<file path="src/rtl/block_token_emitter.sv">
// Serialises BEGIN/END/CHAR keyword tokens into space-terminated ASCII words
// and tracks begin/end nesting of the emitted stream.
module block_token_emitter #(
  parameter int unsigned MAX_DEPTH = 255,
  parameter int unsigned CASE_MODE = 0
) (
  input  logic       clk,
  input  logic       reset,
  input  logic       tok_valid,
  input  logic [1:0] tok_type,
  input  logic [7:0] tok_char,
  output logic       tok_ready,
  output logic [7:0] out_char,
  output logic       out_valid,
  input  logic       out_ready,
  output logic [7:0] depth,
  output logic       balanced,
  output logic       underflow,
  output logic       overflow,
  output logic       bad_tok
);

  typedef enum logic [1:0] {IDLE, WORD, SEP} state_t;
  typedef enum logic [1:0] {K_BEGIN, K_END, K_CHAR} kind_t;

  localparam logic [7:0] SPACE     = 8'h20;
  localparam logic [7:0] DEPTH_MAX = 8'(MAX_DEPTH);

  state_t     state;
  kind_t      kind;
  kind_t      acc_kind;
  logic       upper;
  logic       toggle;
  logic       up_now;
  logic       accept;
  logic [2:0] idx;
  logic [7:0] chr;

  function automatic logic [7:0] letter(input kind_t k, input logic [2:0] i,
                                        input logic up, input logic [7:0] c);
    logic [7:0] l;
    l = c;
    case (k)
      K_BEGIN: begin
        case (i)
          3'd0:    l = "b";
          3'd1:    l = "e";
          3'd2:    l = "g";
          3'd3:    l = "i";
          default: l = "n";
        endcase
      end
      K_END: begin
        case (i)
          3'd0:    l = "e";
          3'd1:    l = "n";
          default: l = "d";
        endcase
      end
      default: l = c;
    endcase
    // keyword letters are all lowercase a-z, so uppercase is a fixed offset
    if (k != K_CHAR && up) l = l - 8'h20;
    return l;
  endfunction

  function automatic logic [2:0] last_idx(input kind_t k);
    case (k)
      K_BEGIN: return 3'd4;
      K_END:   return 3'd2;
      default: return 3'd0;
    endcase
  endfunction

  assign tok_ready = (state == IDLE) || (state == SEP && out_ready);
  assign accept    = tok_valid && tok_ready;
  assign out_valid = (state != IDLE);
  assign balanced  = (depth == '0) && !underflow;
  assign up_now    = (CASE_MODE == 1) || (CASE_MODE == 2 && toggle);

  always_comb begin
    acc_kind = K_BEGIN;
    if (tok_type == 2'b01)      acc_kind = K_END;
    else if (tok_type == 2'b10) acc_kind = K_CHAR;
  end

  always_ff @(posedge clk) begin
    if (!reset) begin
      state     <= IDLE;
      out_char  <= SPACE;
      depth     <= '0;
      underflow <= 1'b0;
      overflow  <= 1'b0;
      bad_tok   <= 1'b0;
      toggle    <= 1'b0;
      kind      <= K_CHAR;
      upper     <= 1'b0;
      idx       <= '0;
      chr       <= SPACE;
    end else begin
      bad_tok <= 1'b0;
      case (state)
        WORD: begin
          if (out_ready) begin
            if (idx == last_idx(kind)) begin
              state    <= SEP;
              out_char <= SPACE;
            end else begin
              idx      <= idx + 3'd1;
              out_char <= letter(kind, idx + 3'd1, upper, chr);
            end
          end
        end
        SEP: begin
          if (out_ready) begin
            state    <= IDLE;
            out_char <= SPACE;
            if (kind == K_BEGIN) begin
              if (depth == DEPTH_MAX) overflow <= 1'b1;
              else                    depth    <= depth + 8'd1;
            end else if (kind == K_END) begin
              if (depth == '0) underflow <= 1'b1;
              else             depth     <= depth - 8'd1;
            end
          end
        end
        default: ;
      endcase

      // An accept in SEP overrides the SEP->IDLE move above, chaining words without a gap.
      if (accept) begin
        kind  <= acc_kind;
        upper <= up_now;
        idx   <= '0;
        chr   <= tok_char;
        if (tok_type == 2'b11) begin
          bad_tok  <= 1'b1;
          state    <= IDLE;
          out_char <= SPACE;
        end else if (tok_type == 2'b10 && tok_char == SPACE) begin
          state    <= SEP;
          out_char <= SPACE;
        end else begin
          state    <= WORD;
          out_char <= letter(acc_kind, 3'd0, up_now, tok_char);
          if (CASE_MODE == 2 && tok_type != 2'b10) toggle <= ~toggle;
        end
      end
    end
  end

endmodule

</file>
<file path="config.mk">
export PLATFORM = sky130hd
export DESIGN_NAME = block_token_emitter
export DESIGN_NICKNAME = d
export VERILOG_FILES = /design/src/rtl/block_token_emitter.sv
export SDC_FILE = /design/constraint.sdc
export NUM_CORES = 1
export LEC_CHECK = 0
export ABC_AREA = 1
export CORE_UTILIZATION = 48
export CTS_CLUSTER_DIAMETER = 120
export DETAILED_ROUTE_END_ITERATION = 10
export PLACE_DENSITY = 0.76
export REMOVE_ABC_BUFFERS = 1
export SLEW_MARGIN = 25
export SYNTH_ARGS = -nofsm -noshare
export SYNTH_HDL_FRONTEND = slang
export SYNTH_SLANG_ARGS = --single-unit
</file>
<file path="constraint.sdc">
create_clock -name clk -period 1.6 [get_ports clk]
set_input_delay 0.24 -clock clk [delete_from_list [all_inputs] [get_ports clk]]
set_output_delay 0.24 -clock clk [all_outputs]
set_load 0.1 [all_outputs]
</file>
==> Word level (Yosys, flattened, before mapping) <==
Index checks and enable logic that the tools add are counted.
W data, S select, Z words.
{ "totals": {"ff_bits": 34, "word_cells": 85, "output_inout_bits": 22, "in_bits": 14} }
{ "op_classes": {"add_sub_neg": 3, "muxes": 30, "reduce_logical": 22, "n_eq_ne": 18, "bitwise": 3} }
{ "op_table": {"columns": ["operator", "count"], "rows": [
  ["$mux W8", 11],
  ["$pmux W8 S2", 3],
  ["$mux W2", 8],
  ["$pmux W4 S4", 1],
  ["$reduce_and A5 Y1", 2],
  ["$mux W3", 3],
  ["$ne A3 B3 Y1 const B", 3],
  ["$add A8 B1 Y8 const B", 1],
  ["$eq A2 B1 Y1 const B", 4],
  ["$eq A8 B6 Y1 const B", 1],
  ["$eq A8 B8 Y1 const B", 1],
  ["$logic_not A8 Y1", 1],
  ["$pmux W4 S2", 1],
  ["$reduce_and A4 Y1", 2],
  ["$sub A8 B1 Y8 const B", 1],
  ["$eq A2 B2 Y1 const B", 3],
  ["$eq A3 B2 Y1 const B", 2],
  ["$logic_not A2 Y1", 3],
  ["$pmux W3 S2", 1],
  ["$reduce_and A3 Y1", 2],
  ["$logic_and A1 B1 Y1", 4],
  ["$ne A2 B2 Y1 const B", 2],
  ["$pmux W2 S2", 1],
  ["$reduce_bool A2 Y1", 2],
  ["11 further kinds", 13]
]} }

==> Longest topological paths before layout <==
Gate-level depths: netlist of run 1.
{ "logic_depth": {"depth_word": 10, "mapped_depth": 11, "depth_no_buf": 11} }

==> Worst setup path after synthesis of run 1 <==
Ideal clock, no wire load.
{ "synth_timing": {"path_kind": "flip-flop to output port", "startpoint": "reg depth[0]", "endpoint": "out balanced", "path_slack_ns": -1.692, "n_path_buf": 0, "t_arrival_ns": 3.052, "path_stages_with_launch": 4, "required_time_ns": 1.360, "path_cell_list": "dfxtp_1 > nor2_1 > nand2_1 > nor3_1"} }
{ "synth_between": {"elab_chain_cells": 2} }
{ "synth_lines": {"columns": ["item", "line", "source"], "rows": [
  ["start: declaration", "16", "output logic [7:0] depth,"],
  ["start signal: assignment", "120", "else depth <= depth + 8'd1;"],
  ["start signal: assignment", "123", "else depth <= depth - 8'd1;"],
  ["$logic_not A8 Y1", "78", "assign balanced = (depth == '0) && !underflow;"],
  ["$logic_and A1 B1 Y1", "78", null],
  ["end: declaration", "17", "output logic balanced,"]
]} }
No other way between the ends.

==> Worst setup path in the final report of run 1 <==
{ "layout_timing": {"startpoint": "reg kind[0]", "endpoint": "reg depth[2]"} }
{ "layout_between": {"elab_chain_cells": 3, "elab_cells_between_ends": 7} }
{ "layout_lines": {"columns": ["item", "line", "source"], "rows": [
  ["start: declaration", "30", "kind_t kind;"],
  ["start signal: assignment", "132", "kind <= acc_kind;"],
  ["$logic_not A2 Y1 / $eq A2 B1 Y1 (equally long branches)", "118, 121", null],
  ["$ne A2 B2 Y1 (no line) / $reduce_bool A2 Y1 (equally long branches)", null, null],
  ["$reduce_and A5 Y1 (no line)", null, null]
]} }
Parallel ways exist; a longest one is shown, timed or not.
A chain may end at the register's enable or synchronous reset.

==> flow_summary.ini, run 1 <==
[synth]
synth_top_family_by_area = simple AND/OR/NAND/NOR gates
ys_ff_latch = 34
synth-simple-area-share = 0.336
yosysUniqueCellTypes = 33
synth_fa_ha_area_frac = 0.0761
postSynthCellCount = 319
synth_top_cell_by_area = dfxtp_1
yosys.area.top_type_share = 0.329
yosys.area_share.xor_xnor = 0.0169
synth_mux_area_frac = 0
ys.flop_type = dfxtp_1
synth.avg_cell_area_um2 = 6.50
synth_edf_count = 0
ys_top_cells_by_area = dfxtp_1 (33%), nand2_1 (14%), nor2_1 (8.9%), inv_1 (8.3%), ha_1 (6.6%)
ys_seq_area_frac = 0.329
synthArstFlopShare = 0
syn-cell-area_um2 = 2070
synth_compound_area_frac = 0.135
yosysWarnings = 0

[power_and_ir_drop]
leakagePower_nw = 1.45
ir_drop_mv = 0.555
fin_total_pwr_mw = 3.71
powerDensity_nw_per_um2 = 1180

[floorplan]
num_rows = 23
dieArea_um2 = 4580
core_area_um2 = 4090
fp.dieW_um = 67.7
die_y_um = 67.7
io_pins = 36
initial_utilization = 0.507

[placement]
dpl.hpwl_mm = 4.26
portBuffers = 35
gp_congestion = 0.943
pre_cts_ws_ns = -0.382

[sta]
fin_crit_sh = 1.06
rsz0062_at_grt = true
relSlewSlack = 0.645
max_freq_mhz = 589
slew_violations = 0
setup-violations-final = 3
period_minus_slack_ns = 1.70
finClkSkew_ns = 0.0110
worstMarginPinSlew_ns = 0.532
fin_ws_ns = -0.0989
hold_violations = 0

[clock_network]
cts_inserted_buffers = 5
cts.path.max_buffers = 2
cts_tree = built
insertion_delay_ns = 0.30
clkSinkCount = 34
htree_num_levels = 2
path_clk_slew_ns = 0.08
cts-root-buf = clkbuf_8

[routing]
post_drt_wl_per_cell_um = 13.7
via_count = 2310
drt-initial-drc-count = 158
wl_mm = 6.00
ant_nets = 0
viasPerCell = 5.26
drc = 0
first_pass_iters = 4

[grt]
grt_pass1_vias = 2177
gr-total-overflow = 0
antenna_found_initial = 0
grt_usage = 0.278
grt_first_pass_wirelength_mm = 9.44
grt_start_max_net_pins = 13

[hold_path]
hold_path_class = register to register

[setup_path]
cp-endpoint = depth[2]
slowest_stage = fa_2
path_cells = inv_2 -> nand2_4 -> buf_6 -> fa_2 -> buf_4 -> xor2_1 -> o21ai_1 -> nor2_1
crit_buf_inv = 3
rr_endpoint = depth[2]
reg2reg_from = kind[0]
slowest_delay_ns = 0.44
crit_required_ns = 1.79
cp_top_family = adder cells
cp_num_cells = 8
worstSetupPathType = register to register
rr_worst_depth = 8
cp.arrival_ns = 1.89
critPathLaunchType = register
r2r_slack_ns = -0.1
cp_max_fo = 8
cp-end-kind = register
critPathLaunch = kind[0]

[finish]
diodes = 0
nNetsFinal = 414
layout-drive-gt1-share = 0.262
utilization = 0.773
syn_to_final_growth_pct = 52.4

[outcome]
status = finished, violations left
violations = setup timing

[job]
maxCapViolations = 0
## synth_stat cells (2+ instances only)
library cell / count
o211ai_1: 3
nand2_1: 75
buf_2: 3
xnor2_1: 2
nor2_4: 3
ha_1: 11
nand4_1: 3
dfxtp_1: 34
nor2_1: 49
nand2_2: 3
nand3_1: 21
nor2_2: 4
a22oi_1: 2
inv_2: 5
nor3_1: 3
o21ai_0: 13
a31oi_1: 2
o21ai_1: 6
xor2_1: 2
o22ai_1: 2
inv_1: 46
a21oi_1: 16
## power breakdown
part           leakage (nW)  switching (mW)  internal (mW)  total, mW
Sequential            0.279          0.0861          0.940       1.03
Combinational          1.12            1.16          0.723       1.88
Clock                0.0504           0.340          0.463      0.803
Total                  1.45            1.58           2.13       3.71
## metal layers
layer  vias to the layer above  GRT usage  wire length (um)  part of all wire
met4                         0      0.120               121             0.020
met2                        64      0.452              2970              0.49
met5                         -          0                 0                 0
li1                       1151          -                 -                 -
met3                        11     0.0743               279             0.046
met1                      1084      0.341              2630              0.44
## repair_timing
item                                    CTS  global route
endpoints found under the setup margin   11            11
resized for setup                         6            25
hold buffers                              0             0
buffers inserted                          0             4
pin swaps                                 2            12
## layout by cell type (no fill, tap or decap), types with 12 or more instances in the layout
master,n
a21oi_1,14
buf_12,22
buf_4,30
clkdlybuf4s50_1,13
dfxtp_1,31
inv_1,44
nand2_1,70
nand3_1,18
nor2_1,47
o21ai_0,12
## stage by stage
stage | area [um2] | TNS, ns | hold WS, ns | cells
floorplan | 2040 | -19.14 | 0.360 | 313
global placement | 2890 | -3.54 | 0.444 | 427
detailed placement | 2890 | -6.18 | 0.457 | 427
CTS | 3020 | -0.00237 | 0.470 | 435
global route | 3160 | -0.821 | 0.492 | 439
finish | 3160 | -0.188 | 0.471 | 439
## kinds of logic (layout without fill, tap and decap cells)
family,count (synthesis),in the layout
AOI/OAI and AO/OA,49,49
adders and majority gates,12,12
xor gates and xnor gates,4,4
DFF,34,34
and+or+nand+nor,163,163
buffers and inverters,57,127
## registers in the layout (all words and copies together) (netlist names)
| register | flops |
|---|---|
| out_char | 8 |
| kind | 2 |
| idx | 3 |
| depth | 8 |
| state | 2 |
| bad_tok | 1 |
| underflow | 1 |
| overflow | 1 |
| chr | 8 |
## worst min-delay path: stages, from the launching register on
cell and delay (ns):
dfxtp_1 0.32, nand2_1 0.06, o21ai_1 0.05
## worst min-delay path by stage
stage                       from        to  cells after the start
after global placement    chr[6]    chr[6]                      2
after global routing      chr[6]    chr[6]                      2
after detailed placement  chr[6]    chr[6]                      2
final                     chr[6]    chr[6]                      2
after CTS                 chr[6]    chr[6]                      2
after floorplan            reset  state[1]                      2
## area by class of cell
| type | instances | area [um2] |
|---|---|---|
| clock inverter | 3 | 45.0 |
| sequential | 34 | 684 |
| inverter | 51 | 191 |
| tap | 50 | 62.6 |
| timing repair buffer | 68 | 830 |
| multi-input combinational | 228 | 1270 |
| fill | 287 | 930 |
| clock buffer | 5 | 68.8 |
No activity file was read; power rests on OpenSTA's default activity.
==> inputs of run 2 (changes only) <==
--- a/config.mk
+++ b/config.mk
@@ -6,6 +6,7 @@
 export NUM_CORES = 1
 export LEC_CHECK = 0
 export ABC_AREA = 1
+export CAP_MARGIN = 10
 export CORE_UTILIZATION = 48
 export CTS_CLUSTER_DIAMETER = 120
 export DETAILED_ROUTE_END_ITERATION = 10
==> results of run 2 <==
No change in the layout: final DEF, timing and power equal those of run 1.
